### src/rtl/countdown_timer_core.sv
// countdown_timer_core: 8-bit seconds down-counter with a prescaled tick.
// It supports load, start, pause and resume controls. The count output feeds
// the seven-segment decode stage directly.
module countdown_timer_core #(
  parameter int unsigned TICK_DIV = 50000000,
  parameter int unsigned PRE_W    = 26
) (
  input  logic       clk,
  input  logic       reset,
  input  logic       load,
  input  logic [7:0] load_value,
  input  logic       start,
  input  logic       pause,
  output logic [7:0] count,
  output logic       running,
  output logic       tick,
  output logic       done
);

  typedef enum logic [1:0] {
    S_IDLE   = 2'd0,
    S_RUN    = 2'd1,
    S_PAUSED = 2'd2,
    S_DONE   = 2'd3
  } state_t;

  localparam logic [PRE_W-1:0] PRE_LAST = PRE_W'(TICK_DIV - 1);

  state_t           r_state;
  logic [PRE_W-1:0] r_pre;
  logic [7:0]       r_count;
  logic             r_running;
  logic             r_tick;
  logic             r_done;
  logic             w_pre_wrap;

  // Prescaler has reached its last cycle of the current second
  always_comb begin
    w_pre_wrap = (r_pre == PRE_LAST);
  end

  // Control FSM, prescaler and countdown with registered status outputs
  always_ff @(posedge clk) begin
    if (reset) begin
      r_state   <= S_IDLE;
      r_pre     <= '0;
      r_count   <= '0;
      r_running <= 1'b0;
      r_tick    <= 1'b0;
      r_done    <= 1'b0;
    end else begin
      r_tick <= 1'b0;
      if (load) begin
        r_state   <= S_IDLE;
        r_pre     <= '0;
        r_count   <= load_value;
        r_running <= 1'b0;
        r_done    <= 1'b0;
      end else begin
        case (r_state)
          S_IDLE: begin
            if (start && (r_count != 8'd0)) begin
              r_state   <= S_RUN;
              r_pre     <= '0;
              r_running <= 1'b1;
            end
          end
          S_RUN: begin
            if (pause) begin
              r_state   <= S_PAUSED;
              r_running <= 1'b0;
            end else if (w_pre_wrap) begin
              r_pre   <= '0;
              r_count <= r_count - 8'd1;
              r_tick  <= 1'b1;
              // Reaching zero leaves RUN on the same edge, so no wrap to 255
              if (r_count == 8'd1) begin
                r_state   <= S_DONE;
                r_running <= 1'b0;
                r_done    <= 1'b1;
              end
            end else begin
              r_pre <= r_pre + PRE_W'(1);
            end
          end
          S_PAUSED: begin
            // Prescaler is left untouched so sub-second progress survives
            if (start && !pause) begin
              r_state   <= S_RUN;
              r_running <= 1'b1;
            end
          end
          S_DONE: begin
            r_state <= S_DONE;
          end
          default: begin
            r_state   <= S_IDLE;
            r_running <= 1'b0;
            r_done    <= 1'b0;
          end
        endcase
      end
    end
  end

  assign count   = r_count;
  assign running = r_running;
  assign tick    = r_tick;
  assign done    = r_done;

endmodule

### config.mk
export PLATFORM = sky130hd
export DESIGN_NAME = countdown_timer_core
export DESIGN_NICKNAME = d
export VERILOG_FILES = /design/src/rtl/countdown_timer_core.sv
export SDC_FILE = /design/constraint.sdc
export NUM_CORES = 1
export LEC_CHECK = 0
export BUFFER_PORTS_ARGS = -buffer_cell sky130_fd_sc_hd__buf_2
export CELL_PAD_IN_SITES_DETAIL_PLACEMENT = 1
export CELL_PAD_IN_SITES_GLOBAL_PLACEMENT = 1
export CORE_ASPECT_RATIO = 0.9
export CORE_MARGIN = 1.5
export CORE_UTILIZATION = 39
export CTS_BUF_LIST = sky130_fd_sc_hd__clkbuf_4 sky130_fd_sc_hd__clkbuf_8 sky130_fd_sc_hd__clkbuf_16
export CTS_CLUSTER_DIAMETER = 40
export CTS_CLUSTER_SIZE = 28
export DETAILED_ROUTE_END_ITERATION = 6
export GPL_TIMING_DRIVEN = 0
export PLACE_DENSITY = 0.86
export SLEW_MARGIN = 10
export SYNTH_ARGS = -nofsm -noshare
export SYNTH_HDL_FRONTEND = slang
export SYNTH_SLANG_ARGS = --single-unit
### constraint.sdc
create_clock -name clk -period 2.1 [get_ports clk]
set_input_delay 0.315 -clock clk [delete_from_list [all_inputs] [get_ports clk]]
set_output_delay 0.315 -clock clk [all_outputs]
set_load 0.1 [all_outputs]
==> impl_metrics.ini <==
[cells_and_area]
final_common_cell = nor2_1
drive_gt1_share_pct = 35.46
stdcell_area_sq_um = 2984
syn_to_final_growth_pct = 37.46
fin_nets = 329
final_cell_mix = nor2_1, buf_4, buf_2, a21oi_1, dfxtp_1

[outcome]
status = finished with violations
violations = negative setup slack

[global_route]
use_met2_pct = 41.60
grt_use_met3_pct = 5.342
grt_pass1_wl_microns = 11870
antenna_found_initial = 1
globalRouteTotalUtil_pct = 26.48
first_global_vias = 2259
busiest_layer = met2
overflow = 0
met1_usage_pct = 35.74
grt_max_degree = 12

[sta]
period_share_pct = 106.4
max_freq_mhz = 447.4
rsz0062_at_grt = yes
setup_viol = 10
period_minus_slack_ns = 2.235
maxSlewViolCount = 0
worst-slew-pin-transition_ns = 0.9876
slew_headroom_pct = 34.16
hold_viol = 0
setup_slack_ns = -0.1352
clock-skew-final_ns = 0.008558

[clock_network]
cts.clk_slew.worst_paths_ns = 0.08
htreeDepth = 2
clk_latency_ns = 0.32
clockBufferDepth = 2
cts_buffers = 5
cts_tree = done
clock_sinks = 39
root_buffer = clkbuf_8

[worst_setup_path]
arrival_ns = 2.49
r2r_cells = 6
startpoint = r_pre[12]
r2r_setup_slack_ns = -0.14
r2r-start = r_pre[12]
critPathLaunchType = register
critPathRequiredTime_ns = 2.35
crit_chain = nor4bb_4 > nand4b_1 > or3_4 > buf_4 > nor4_1 > o31a_1
cp_slowest_stage_delay_ns = 0.45
end_kind = register
slowest_stage = or3_4
path_max_fanout = 5
worstSetupPathType = reg2reg

[yosys]
ys_seq_elements = 39
ys_seq_area_share_pct = 35.97
syn-cell-area_sq_um = 2171
avgSynthCellArea_sq_um = 8.286
yosysWarnings = 0
syn_nets = 279
syn_inst = 262
ys_types = 47

[routing]
postRouteAntennaNets = 0
drt-total-wl_microns = 8850
vias = 2349
drt_iter0_drc = 218
remaining_drc_errors = 0
wire_per_inst_microns = 23.23
via_per_inst = 6.165
first_pass_iters = 4

[hold_path]
min_path_type = in2reg
whs_path_depth = 3
hp-start = load_value[1]

[floorplanning]
initial_utilization_pct = 40.82
io_pins = 24
die_area_sq_um = 6023
die_y_microns = 73.78
core_sq_um = 5318
row_count = 25
fp.dieW_microns = 81.64

[place]
gp_congestion = 0.8204
io_buffer_count = 21
dpl_cell_area_sq_um = 2441
hpwlAfterDp_microns = 4537
dp_slack_ns = -0.2973

[pwr]
leakage_nw = 1.005
peakVddDrop_mv = 0.3601
p_total_mw = 1.663
power_density_nw_per_um2 = 557.3

[job]
cap_violations = 0
-- registers in the layout, indices dropped and copies added (netlist names) --
name / count
done: 1
tick: 1
r_state: 2
count: 8
r_pre: 26
running: 1
-- area by class of cell --
class	count	area, sq um
multi-input cells	197	1569
plain buffers	11	70.07
fillers	624	2333
diodes	1	2.502
repair buffers	45	301.5
flip-flops and latches	39	814.5
well taps	67	83.83
clock inverters	1	5.005
inverters	13	53.80
clock buffers	7	83.83
-- timing repair --
item,CTS,global route
hold buffers,0,0
gates cloned,1,0
gates resized for setup,28,33
buffers inserted,15,8
setup endpoints to repair,28,35
pin swaps,3,15
-- power by group --
part | leakage, nW | internal, mW | switching [mW] | total (mW)
logic | 0.630 | 0.108 | 0.219 | 0.327
registers | 0.326 | 0.752 | 0.0230 | 0.775
clock network | 0.0491 | 0.260 | 0.301 | 0.561
-- worst max-delay path, delay by kind of cell, from the launching register on --
kind                   cells  cell delay [ns]
buffers and inverters      1             0.15
flip-flops                 1             0.44
AO/OA/AOI/OAI              1             0.17
AND/OR/NAND/NOR            4             1.41
-- layer usage --
layer  part of all wire (%)  wire, microns
met1                     43           3839
met2                     49           4341
met3                    5.3            469
met4                    2.3            200
met5                      0              0
-- stage by stage --
| stage | hold WS [ns] | cells | utilization [%] | TNS [ns] |
|---|---|---|---|---|
| after floorplan | 0.4524 | 262 | - | -1.161 |
| after global placement | 0.4451 | 350 | 45.91 | -1.835 |
| after detailed placement | 0.4484 | 350 | 45.91 | -2.955 |
| after CTS | 0.2583 | 374 | 51.81 | -0.6704 |
| after global routing | 0.2567 | 381 | 56.12 | -2.234 |
| final | 0.2591 | 381 | 56.12 | -0.7661 |
-- synthesized netlist by cell type, drive strengths merged --
library cell  count  area [sq um]
a21boi            1         7.510
a22oi             1         7.510
nor3              4         20.02
nand3            12         60.06
a211o             2         17.52
or2               1         6.260
a21oi            21         105.1
nand4b            3         26.28
or3b              1         8.760
o2111a            2         22.52
dfxtp            39         780.8
o21ai            12         60.05
nand4             7         43.79
and3              1         6.260
o21a              7         52.55
a2111oi           7         62.56
nor2b             1         6.260
ha                4         50.05
and2              3         18.77
o211a             2         20.02
a31oi             1         6.260
and4              5         43.79
nor2             24         90.09
a2111o            1         11.26
xor2              5         43.79
xnor2            16         140.1
o31a              2         17.52
nand2            14         52.55
and4b             1         10.01
inv              13         48.80
clkbuf           10         38.78
mux2i             2         20.02
or3               9         56.30
buf               3         15.01
nor4              7         50.05
nor4bb            2         20.02
o21bai            1         7.510
nand2b            3         26.27
nor3b             2         15.01
o211ai            3         22.52
a211oi            7         52.55
-- final timing paths --
path,end
worst max-delay path,count[5]
worst min-delay path,count[1]
worst min register to register,done
worst max register to register,count[5]
-- cell families (layout without fill, tap and decap cells) --
| logic type | Yosys count | after routing | share of synthesized area (%) |
|---|---|---|---|
| flops | 39 | 39 | 35.97 |
| simple gates | 100 | 100 | 25.82 |
| other cells | 0 | 1 | 0 |
| compound gates | 70 | 70 | 21.79 |
| buf+inv | 26 | 77 | 4.726 |
| fa+ha+maj | 4 | 4 | 2.306 |
| mux | 2 | 2 | 0.9222 |
| xor+xnor | 21 | 21 | 8.472 |
Note: power is estimated with default switching activity, not from simulation.
